[config.mk]
export PLATFORM = sky130hd
export DESIGN_NAME = parking_gate_controller
export DESIGN_NICKNAME = d
export VERILOG_FILES = /design/src/rtl/park_pkg.sv /design/src/rtl/park_sensor_filter.sv /design/src/rtl/parking_gate_controller.sv
export SDC_FILE = /design/constraint.sdc
export NUM_CORES = 1
export LEC_CHECK = 0
export ABC_AREA = 1
export BUFFER_PORTS_ARGS = -buffer_cell sky130_fd_sc_hd__buf_2
export CORE_MARGIN = 10
export CORE_UTILIZATION = 59
export CTS_BUF_LIST = sky130_fd_sc_hd__clkbuf_4 sky130_fd_sc_hd__clkbuf_8
export CTS_CLUSTER_SIZE = 8
export DETAILED_ROUTE_END_ITERATION = 8
export MAX_ROUTING_LAYER = met4
export PLACE_DENSITY_LB_ADDON = 0.15
export SETUP_SLACK_MARGIN = 0.3
export SLEW_MARGIN = 20
export SYNTH_ARGS = -nofsm -noshare
export SYNTH_HDL_FRONTEND = slang
export SYNTH_SLANG_ARGS = --single-unit
[constraint.sdc]
create_clock -name clk -period 2.2 [get_ports clk]
set_input_delay 0.11 -clock clk [delete_from_list [all_inputs] [get_ports clk]]
set_output_delay 0.11 -clock clk [all_outputs]
set_load 0.005 [all_outputs]
[src/rtl/park_pkg.sv]
// Shared types and defaults for the parking system.
// Used by the gate controller and by the full-light and display blocks.
package park_pkg;

   localparam int PARK_CAPACITY  = 15;
   localparam int PARK_CNT_W     = 4;
   localparam int PARK_GATE_HOLD = 8;

   typedef enum logic [1:0] {
      IDLE       = 2'd0,
      ENTRY_OPEN = 2'd1,
      EXIT_OPEN  = 2'd2
   } park_state_t;

endpackage

[src/rtl/park_sensor_filter.sv]
// Per-sensor front end: optional debounce followed by rising-edge detect.
// Build option PARK_DEBOUNCE_EN adds the debounce filter; without it the raw
// sensor level drives the edge detector directly.
module park_sensor_filter
`ifdef PARK_DEBOUNCE_EN
#(
   parameter int DEBOUNCE_CYCLES = 4
)
`endif
(
   input  logic clk,
   input  logic rst,
   input  logic sensor_i,
   output logic level_o,
   output logic rise_o
);

   logic prev_q;

`ifdef PARK_DEBOUNCE_EN
   localparam int DB_W = (DEBOUNCE_CYCLES > 1) ? $clog2(DEBOUNCE_CYCLES) : 1;
   localparam logic [DB_W-1:0] DB_LOAD = DB_W'(DEBOUNCE_CYCLES - 1);

   logic            filt_q;
   logic [DB_W-1:0] db_cnt_q;

   // Filtered level flips only after DEBOUNCE_CYCLES consecutive differing samples.
   always_ff @(posedge clk or posedge rst) begin
      if (rst) begin
         filt_q   <= 1'b0;
         db_cnt_q <= DB_LOAD;
      end else if (sensor_i == filt_q) begin
         db_cnt_q <= DB_LOAD;
      end else if (db_cnt_q == '0) begin
         filt_q   <= sensor_i;
         db_cnt_q <= DB_LOAD;
      end else begin
         db_cnt_q <= db_cnt_q - 1'b1;
      end
   end

   assign level_o = filt_q;
`else
   assign level_o = sensor_i;
`endif

   // Previous level for edge detection.
   always_ff @(posedge clk or posedge rst) begin
      if (rst) prev_q <= 1'b0;
      else     prev_q <= level_o;
   end

   assign rise_o = level_o & ~prev_q;

endmodule

[src/rtl/parking_gate_controller.sv]
// Parking gate sequencer: serves entry/exit requests, drives gate commands and
// keeps the saturating occupancy count.
// Build option PARK_DEBOUNCE_EN debounces both sensors before edge detection.
//
//  state      | meaning
//  -----------+------------------------------------------------------------
//  IDLE       | no gate open; pending/new requests arbitrated, exit first
//  ENTRY_OPEN | entry gate open; closes after GATE_HOLD low cycles, count +1
//  EXIT_OPEN  | exit gate open; closes after GATE_HOLD low cycles, count -1
module parking_gate_controller
   import park_pkg::*;
#(
   parameter int CAPACITY  = PARK_CAPACITY,
   parameter int CNT_W     = PARK_CNT_W,
`ifdef PARK_DEBOUNCE_EN
   parameter int DEBOUNCE_CYCLES = 4,
`endif
   parameter int GATE_HOLD = PARK_GATE_HOLD
) (
   input  logic             clk,
   input  logic             rst,
   input  logic             enter_sensor,
   input  logic             exit_sensor,
   output logic [CNT_W-1:0] occupancy,
   output logic             full,
   output logic             empty,
   output logic             gate_in_open,
   output logic             gate_out_open,
   output logic             reject_pulse
);

   localparam int HOLD_W = (GATE_HOLD > 1) ? $clog2(GATE_HOLD) : 1;
   localparam logic [HOLD_W-1:0] HOLD_LOAD = HOLD_W'(GATE_HOLD - 1);
   localparam logic [CNT_W-1:0]  CAP       = CNT_W'(CAPACITY);

   logic enter_level, enter_rise;
   logic exit_level, exit_rise;

   park_state_t       state_q, state_d;
   logic [HOLD_W-1:0] hold_q, hold_d;
   logic [CNT_W-1:0]  occ_q, occ_d;
   logic              pend_enter_q, pend_enter_d;
   logic              pend_exit_q, pend_exit_d;
   logic              gate_in_q, gate_in_d;
   logic              gate_out_q, gate_out_d;
   logic              reject_q, reject_d;
   logic              entry_req, exit_req;

`ifdef PARK_DEBOUNCE_EN
   park_sensor_filter #(.DEBOUNCE_CYCLES(DEBOUNCE_CYCLES)) u_enter_filt (
`else
   park_sensor_filter u_enter_filt (
`endif
      .clk      (clk),
      .rst      (rst),
      .sensor_i (enter_sensor),
      .level_o  (enter_level),
      .rise_o   (enter_rise)
   );

`ifdef PARK_DEBOUNCE_EN
   park_sensor_filter #(.DEBOUNCE_CYCLES(DEBOUNCE_CYCLES)) u_exit_filt (
`else
   park_sensor_filter u_exit_filt (
`endif
      .clk      (clk),
      .rst      (rst),
      .sensor_i (exit_sensor),
      .level_o  (exit_level),
      .rise_o   (exit_rise)
   );

   assign full  = (occ_q == CAP);
   assign empty = (occ_q == '0);

   // State, counters and registered outputs.
   always_ff @(posedge clk or posedge rst) begin
      if (rst) begin
         state_q      <= IDLE;
         hold_q       <= HOLD_LOAD;
         occ_q        <= '0;
         pend_enter_q <= 1'b0;
         pend_exit_q  <= 1'b0;
         gate_in_q    <= 1'b0;
         gate_out_q   <= 1'b0;
         reject_q     <= 1'b0;
      end else begin
         state_q      <= state_d;
         hold_q       <= hold_d;
         occ_q        <= occ_d;
         pend_enter_q <= pend_enter_d;
         pend_exit_q  <= pend_exit_d;
         gate_in_q    <= gate_in_d;
         gate_out_q   <= gate_out_d;
         reject_q     <= reject_d;
      end
   end

   // Request arbitration, gate hold timing and occupancy update.
   always_comb begin
      state_d      = state_q;
      hold_d       = hold_q;
      occ_d        = occ_q;
      pend_enter_d = pend_enter_q;
      pend_exit_d  = pend_exit_q;
      gate_in_d    = 1'b0;
      gate_out_d   = 1'b0;
      reject_d     = 1'b0;
      entry_req    = enter_rise | pend_enter_q;
      exit_req     = exit_rise | pend_exit_q;

      case (state_q)
         IDLE: begin
            pend_exit_d = 1'b0;
            if (exit_req && !empty) begin
               state_d    = EXIT_OPEN;
               gate_out_d = 1'b1;
               hold_d     = HOLD_LOAD;
               if (enter_rise) pend_enter_d = 1'b1;
            end else if (entry_req && !full) begin
               state_d      = ENTRY_OPEN;
               gate_in_d    = 1'b1;
               hold_d       = HOLD_LOAD;
               pend_enter_d = 1'b0;
            end else if (entry_req) begin
               reject_d     = 1'b1;
               pend_enter_d = 1'b0;
            end
         end

         ENTRY_OPEN: begin
            gate_in_d = 1'b1;
            if (exit_rise) pend_exit_d = 1'b1;
            if (enter_level) begin
               hold_d = HOLD_LOAD;
            end else if (hold_q == '0) begin
               gate_in_d = 1'b0;
               state_d   = IDLE;
               if (occ_q < CAP) occ_d = occ_q + 1'b1;
            end else begin
               hold_d = hold_q - 1'b1;
            end
         end

         EXIT_OPEN: begin
            gate_out_d = 1'b1;
            if (enter_rise) pend_enter_d = 1'b1;
            if (exit_level) begin
               hold_d = HOLD_LOAD;
            end else if (hold_q == '0) begin
               gate_out_d = 1'b0;
               state_d    = IDLE;
               if (occ_q != '0) occ_d = occ_q - 1'b1;
            end else begin
               hold_d = hold_q - 1'b1;
            end
         end

         default: state_d = IDLE;
      endcase
   end

   assign occupancy     = occ_q;
   assign gate_in_open  = gate_in_q;
   assign gate_out_open = gate_out_q;
   assign reject_pulse  = reject_q;

endmodule

==> reports/results.tsv, run 1 <==
metric	value	unit
period_share	77.6	%
worst_pin_slew	603	ps
ys.flop_type	dfrtp_1	
post_cts_buffers	0	
ff2ff_setup_slack	490	ps
critPathKind	reg2reg	
setup-tns-final	0	ps
clk_path_buf_depth	2	
grt_remaining_overflow	0	
syn_avg_cell_area	7.99	µm²
numCtsBuffers	3	
synth-simple-area-share	33.9	%
routed_wl	2040	µm
diodes	0	
power.total	0.00173	W
finalClockSkew	1.92	ps
synth_edf_count	0	
fp.coreArea	0.00173	mm²
port_buffers	12	
die_area	0.00392	mm²
die-height	62.6	µm
ir_worst_vdd	0.768	mV
r2r-end	occupancy[2]	
yosysUniqueCellTypes	23	
worstPathMaxFanout	10	
end_kind	flip-flop	
netSwitchingFraction	46.9	%
ys_ff_latch	16	
fin_nets	165	
cts_tree	done	
via_per_inst	4.97	
seq_power_share	31.3	%
utilization	70.7	%
area_delta_synth_final	13.9	%
htree_levels	1	
synth-adder-area-share	9.35	%
ys_seq_area_share	37.7	%
setup_viol	0	
drive_above_1_share	29.6	%
rsz0062_at_grt	no	
crit_arrival	1890	ps
syn_inst	134	
pre_cts_slack	428	ps
drtIter0Drc	27	
cts.clk_slew.worst_paths	100	ps
largest_register_ffs	4	
drv_slew	0	
synth_compound_area_share	7.83	%
p_leak	0.685	nW
hold_viol_final	0	
outcome	finished, final reports clean	
cp.required	2380	ps
cts_root_buf	clkbuf_4	
slew_headroom	59.8	%
synthXorXnorAreaFrac	2.45	%
ys_top_cells_by_area	dfrtp_1 (30%), nand2_1 (14%), ha_1 (9.3%), dfstp_2 (7.4%), inv_1 (6.3%)	
ys_async_sr_fraction	100	%
cellPowerDensity	1410	mW/mm²
max_freq	586	MHz
synth_top_family_by_area	simple AND/OR/NAND/NOR gates	
dp_hpwl	1550	µm
final_common_cell	nand2_1	
layout_common_cells	nand2_1 (40), inv_1 (18), dfrtp_1 (13)	
drv_cap	0	
cp-start-kind	flip-flop	
syn_nets	146	
grt_max_degree	17	
vias	879	
p_clk_share	11.5	%
comb_power_share	57.2	%
synth_largest_area_cell	dfrtp_1	
min_path_type	in2async	
io-pin-count	13	
drc_errors	0	
antenna_left	0	
layout_setup_ws	493	ps
post_drt_wl_per_cell	11.5	µm
synth_area	0.00107	mm²
ys.warnings.count	0	
gp_congestion	0.845	
power_switching	0.000810	W
rows	15	
start_util	62.0	%
clkLatencyLatePin	290	ps
cts.sinks	16	
grt_pass1_wl	3660	µm
antenna_found_initial	0	
r2r_cells	9	
synth_mux_area_share	0	%
p_int	0.000916	W
yosys.area.top_type_share	30.4	%
r2r-start	state_q[0]	
chipWidth	62.6	µm
grt_pass1_vias	823	
min_period	1710	ps
firstDrtPassIters	4	
whs	419	ps
track_usage	11.3	%
per-layer routing:
layer / up-vias / share of wire, % / wire, µm / GRT usage, %
li1: 452 / - / - / -
met1: 404 / 50 / 1010 / 14.4
met2: 19 / 43 / 876 / 16.7
met3: 4 / 6.1 / 125 / 2.69
met4: 0 / 1.3 / 27 / 5.03
met5: - / 0 / 0 / -
synthesized netlist by cell type, types with 3 or more instances:
library cell / number
a21oi_1: 4
inv_1: 18
o21ai_2: 3
inv_2: 4
nor2_1: 4
dfstp_2: 3
nand2_2: 10
ha_1: 8
dfrtp_1: 13
o211ai_1: 3
nand3_1: 8
nand2_1: 40
xor2_1: 3
power by group through the flow:
stage	sequential, W	combinational [W]	clock (W)
3_5_place_dp	0.000542	0.000979	0
4_1_cts	0.000537	0.000990	0.000199
3_3_place_gp	0.000539	0.000970	0
6_report	0.000540	0.000987	0.000198
5_1_grt	0.000560	0.00113	0.000219
2_1_floorplan	0.000529	0.000782	0
worst max-delay path, cell delays in order (launching register included):
cell and delay (ps):
dfrtp_1 430, inv_1 120, ha_2 290, nand2_1 80
inv_1 80, nor2_2 40, ha_1 180, a21oi_1 140
xor2_1 150, o21ai_1 90
final cells by class:
type / instances / area, µm²
Tap cell: 25 / 31.3
Clock buffer: 4 / 36.3
Multi-Input combinational cell: 95 / 576
Timing Repair Buffer: 15 / 90.1
Sequential cell: 16 / 404
Inverter: 22 / 82.6
Fill cell: 148 / 507
per-stage QoR:
step / cells / area (µm²)
after floorplan: 134 / 1070
after global placement: 170 / 1150
after detailed placement: 170 / 1150
after CTS: 177 / 1220
after global routing: 177 / 1220
final: 177 / 1220
logic make-up after synthesis:
logic type	count (synthesis)
and+or+nand+nor	71
buffers and inverters	23
DFF	16
AOI/OAI and AO/OA	13
adders and majority gates	8
xor gates and xnor gates	3
worst max path at each step:
stage          slack [ps]           end        from
6_report              490  occupancy[2]  state_q[0]
5_1_grt               320  occupancy[2]  state_q[0]
4_1_cts               400  occupancy[2]  state_q[0]
3_5_place_dp          430  occupancy[2]  state_q[0]
3_3_place_gp          550  occupancy[2]  state_q[0]
2_1_floorplan         600  occupancy[2]  state_q[0]
timing repair:
action                                  in CTS  in global routing
gates resized for setup                      0                  1
hold buffers                                 3                  0
endpoints found under the setup margin       0                  1
endpoints found under the hold margin       15                  0
(Power assumes the default switching activity.)
==> run 2: changes to the inputs <==
clock period = 1.7 ns   (was 2.2 ns; I/O delays follow)
==> reports/results.tsv, run 2 (synthesis gave the netlist of run 1 again) <==
metric	value	unit
die_area	0.00392	mm²
area_delta_synth_final	40.9	%
grt_max_degree	17	
cts_root_buf	clkbuf_4	
layout_common_cells	nand2_1 (29), nand2_2 (19), buf_4 (15)	
ff2ff_setup_slack	180	ps
worstPathMaxFanout	6	
port_buffers	12	
slew_headroom	60.5	%
cts.clk_slew.worst_paths	110	ps
post_drt_wl_per_cell	16.5	µm
final_common_cell	nand2_1	
htree_levels	1	
via_per_inst	5.60	
placedInstanceArea	0.00118	mm²
cts_tree	done	
drtIter0Drc	47	
cpMaxStageDelayCell	dfrtp_2	
setup_viol	0	
gp_congestion	0.874	
grt_pass1_vias	1037	
min_path_type	in2async	
drc_errors	0	
start_util	62.0	%
max_freq	657	MHz
p_leak	0.780	nW
crit_arrival	1720	ps
crit_end	occupancy[0]	
worst_pin_slew	591	ps
outcome	finished, final reports clean	
critPathMaxStageDelay	470	ps
r2r-start	state_q[1]	
largest_register_ffs	4	
fp.coreArea	0.00173	mm²
antenna_left	0	
io-pin-count	13	
crit_cells	9	
cp-start-kind	flip-flop	
die-height	62.6	µm
fin_nets	182	
dp_hpwl	1680	µm
critical_path_buf_inv_count	2	
critPathKind	reg2reg	
clk_path_buf_depth	2	
rsz0062_at_grt	yes	
period_share	89.5	%
grt_pass1_wl	4600	µm
chipWidth	62.6	µm
r2r_cells	9	
antenna_found_initial	0	
vias	1086	
hold_viol_final	0	
firstDrtPassIters	4	
r2r-end	occupancy[0]	
final_area	0.00151	mm²
diodes	0	
routed_wl	3210	µm
end_kind	flip-flop	
layout_setup_ws	178	ps
drv_cap	0	
grt_remaining_overflow	0	
cp.required	1900	ps
pre_cts_slack	122	ps
startpoint	state_q[1]	
drive_above_1_share	55.0	%
path_cells	inv_2 > ha_4 > or2_4 > nand2_4 > nor2_4 > nand3_4 > inv_4 > nand2_2 > nand2_2	
drv_slew	0	
numCtsBuffers	3	
cellPowerDensity	1970	mW/mm²
finalClockSkew	14.3	ps
min_period	1520	ps
cts.sinks	16	
rows	15	
ir_worst_vdd	1.17	mV
cpMostUsedCell	nand2_2	
setup-tns-final	0	ps
track_usage	13.9	%
clkLatencyLatePin	290	ps
path_delay_family	simple AND/OR/NAND/NOR gates	
-- run 2: changes by cell type in the layout (fill, tap and decap cells not counted), moves of 5 or more --
| cell | delta |
|---|---|
| nand2_1 | -11 |
| inv_2 | +5 |
| buf_4 | +15 |
| nand2_2 | +9 |
| ha_1 | -5 |
| ha_4 | +6 |
| inv_1 | -7 |
-- run 2: worst min-delay path by stage --
stage | endpoint | slack (ps)
after detailed placement | pend_enter_q | 180
after floorplan | gate_in_open | -3
final | pend_enter_q | 390
after global placement | pend_enter_q | 170
after CTS | pend_enter_q | 410
after global routing | u_enter_filt.prev_q | 430
-- run 2: layout make-up --
class                           count  area (µm²)
Multi-Input combinational cell     95         727
Tap cell                           25        31.3
Fill cell                          94         218
Timing Repair Buffer               32         225
Inverter                           22        87.6
Clock buffer                        4        30.0
Sequential cell                    16         408
-- run 2: where the power goes --
group / switching, W / internal [W]
Clock: 0.000126 / 0.000107
Sequential: 0.000178 / 0.000560
Combinational: 0.00114 / 0.000870
-- run 2: timing repair --
action                                 4_1_cts  5_1_grt
resized for setup                           15       24
setup endpoints to repair                    9       12
hold buffers                                 3        0
buffers inserted                            14        3
pin swaps                                    4       16
endpoints found under the hold margin       15        0
gates cloned                                 0        0
-- run 2: through the flow --
step / utilization (%) / hold WS (ps) / std cells / power (W)
final: 87.4 / 388 / 194 / 0.00298
after global routing: 87.4 / 430 / 194 / 0.00319
after CTS: 80.4 / 411 / 191 / 0.00253
after detailed placement: 68.3 / 182 / 170 / 0.00203
after global placement: 68.3 / 172 / 170 / 0.00198
after floorplan: - / -3.47 / 134 / 0.00173
-- run 2: worst reg2reg max path: cells and delay by family (launching register included) --
kind	cells	cell delay (ps)
simple gates	6	630
buf+inv	2	160
flops	1	470
fa+ha+maj	1	190
-- run 2: per-layer routing --
| metal | vias to the layer above | track usage (%) | routed length, µm |
|---|---|---|---|
| met5 | - | - | 0 |
| met4 | 0 | 3.91 | 89 |
| met3 | 16 | 4.30 | 252 |
| met2 | 66 | 23.3 | 1590 |
| met1 | 516 | 15.5 | 1280 |
| li1 | 488 | - | - |
==> run 3: changes to the inputs <==
RECOVER_POWER = 50   (was default)
==> reports/results.tsv, run 3 (synthesis gave the netlist of run 1 again) <==
metric	value	unit
start_util	62.0	%
cts_root_buf	clkbuf_4	
firstDrtPassIters	5	
max_freq	658	MHz
numCtsBuffers	3	
vias	1095	
post_drt_wl_per_cell	16.6	µm
port_buffers	12	
chipWidth	62.6	µm
antenna_left	0	
cellPowerDensity	1980	mW/mm²
grt_pass1_vias	1037	
finalClockSkew	15.6	ps
min_path_type	in2async	
final_common_cell	nand2_1	
dp_hpwl	1680	µm
grt_pass1_wl	4600	µm
cts.sinks	16	
area_delta_synth_final	40.3	%
fillers	93	
die_area	0.00392	mm²
gp_congestion	0.874	
drtIter0Drc	49	
routed_wl	3220	µm
worst_pin_slew	591	ps
end_kind	flip-flop	
diodes	0	
fp.coreArea	0.00173	mm²
layout_common_cells	nand2_1 (29), nand2_2 (19), buf_4 (15)	
whs	385	ps
cp-start-kind	flip-flop	
layout.cells.non_filler	194	
clk_path_buf_depth	2	
worstPathMaxFanout	6	
outcome	finished, final reports clean	
cp.required	1900	ps
largest_register_ffs	4	
drc_errors	0	
hold_viol_final	0	
rsz0062_at_grt	yes	
via_per_inst	5.64	
io-pin-count	13	
min_period	1520	ps
ir_worst_vdd	1.17	mV
antenna_found_initial	0	
fin_nets	182	
dp.cells	170	
utilization	87.0	%
p_leak	0.763	nW
grt_max_degree	17	
rows	15	
drv_cap	0	
setup-tns-final	0	ps
crit_arrival	1720	ps
cts.clk_slew.worst_paths	110	ps
slew_headroom	60.6	%
drive_above_1_share	52.1	%
track_usage	13.9	%
critPathKind	reg2reg	
cts_tree	done	
clkLatencyLatePin	290	ps
setup_viol	0	
grt_remaining_overflow	0	
period_share	89.4	%
die-height	62.6	µm
htree_levels	1	
drv_slew	0	
==> run 3: repair_timing <==
item	CTS	global route
cloned	0	0
setup buffers	14	3
hold buffers	3	0
gates resized for setup	15	24
endpoints found under the hold margin	15	0
pin swaps	4	16
setup endpoints to repair	9	12
==> run 3: cell type report <==
type / instances / area [µm²] / share of cell area (%)
inverters: 22 / 87.6 / 5.83
multi-input cells: 95 / 727 / 48.4
clock buffers: 4 / 30.0 / 2.00
repair buffers: 32 / 219 / 14.6
flip-flops and latches: 16 / 408 / 27.1
well taps: 25 / 31.3 / 2.08
==> run 3: path summary, 6_finish.rpt <==
kind	start	endpoint	slack [ps]	cells after the start
max in group asynchronous	rst	state_q[0]	880	3
min in group clk	enter_sensor	u_enter_filt.prev_q	510	2
max reg2reg	state_q[1]	occupancy[0]	180	9
max	state_q[1]	occupancy[0]	180	9
min reg2reg	hold_q[2]	hold_q[2]	530	2
min	rst	pend_enter_q	380	3
==> run 3: per-layer routing <==
layer	GRT usage [%]	part of all wire, %	routed length [µm]	vias to the layer above
met5	-	0	0	-
met4	3.91	2.8	90	0
met3	4.30	6.6	211	14
met2	23.3	49	1590	62
met1	15.5	41	1330	529
li1	-	-	-	490
==> run 3: critical path, stage by stage, from the launching register on <==
cell,delay [ps]
dfrtp_2,470
inv_2,90
ha_4,190
or2_4,280
nand2_4,90
nor2_4,40
nand3_4,110
inv_4,60
nand2_2,50
nand2_2,50
==> run 3: where the power goes <==
part | internal (W) | switching (W) | leakage (nW)
Sequential | 0.000560 | 0.000178 | 0.193
Clock | 0.000107 | 0.000128 | 0.0184
Combinational | 0.000864 | 0.00114 | 0.552
Total | 0.00153 | 0.00144 | 0.763
==> run 3: stage by stage <==
step	worst slack [ps]	area, µm²	power (W)
3_3_place_gp	174	1180	0.00198
6_report	180	1500	0.00297
2_1_floorplan	229	1100	0.00173
3_5_place_dp	122	1180	0.00203
4_1_cts	252	1390	0.00253
5_1_grt	130	1500	0.00318
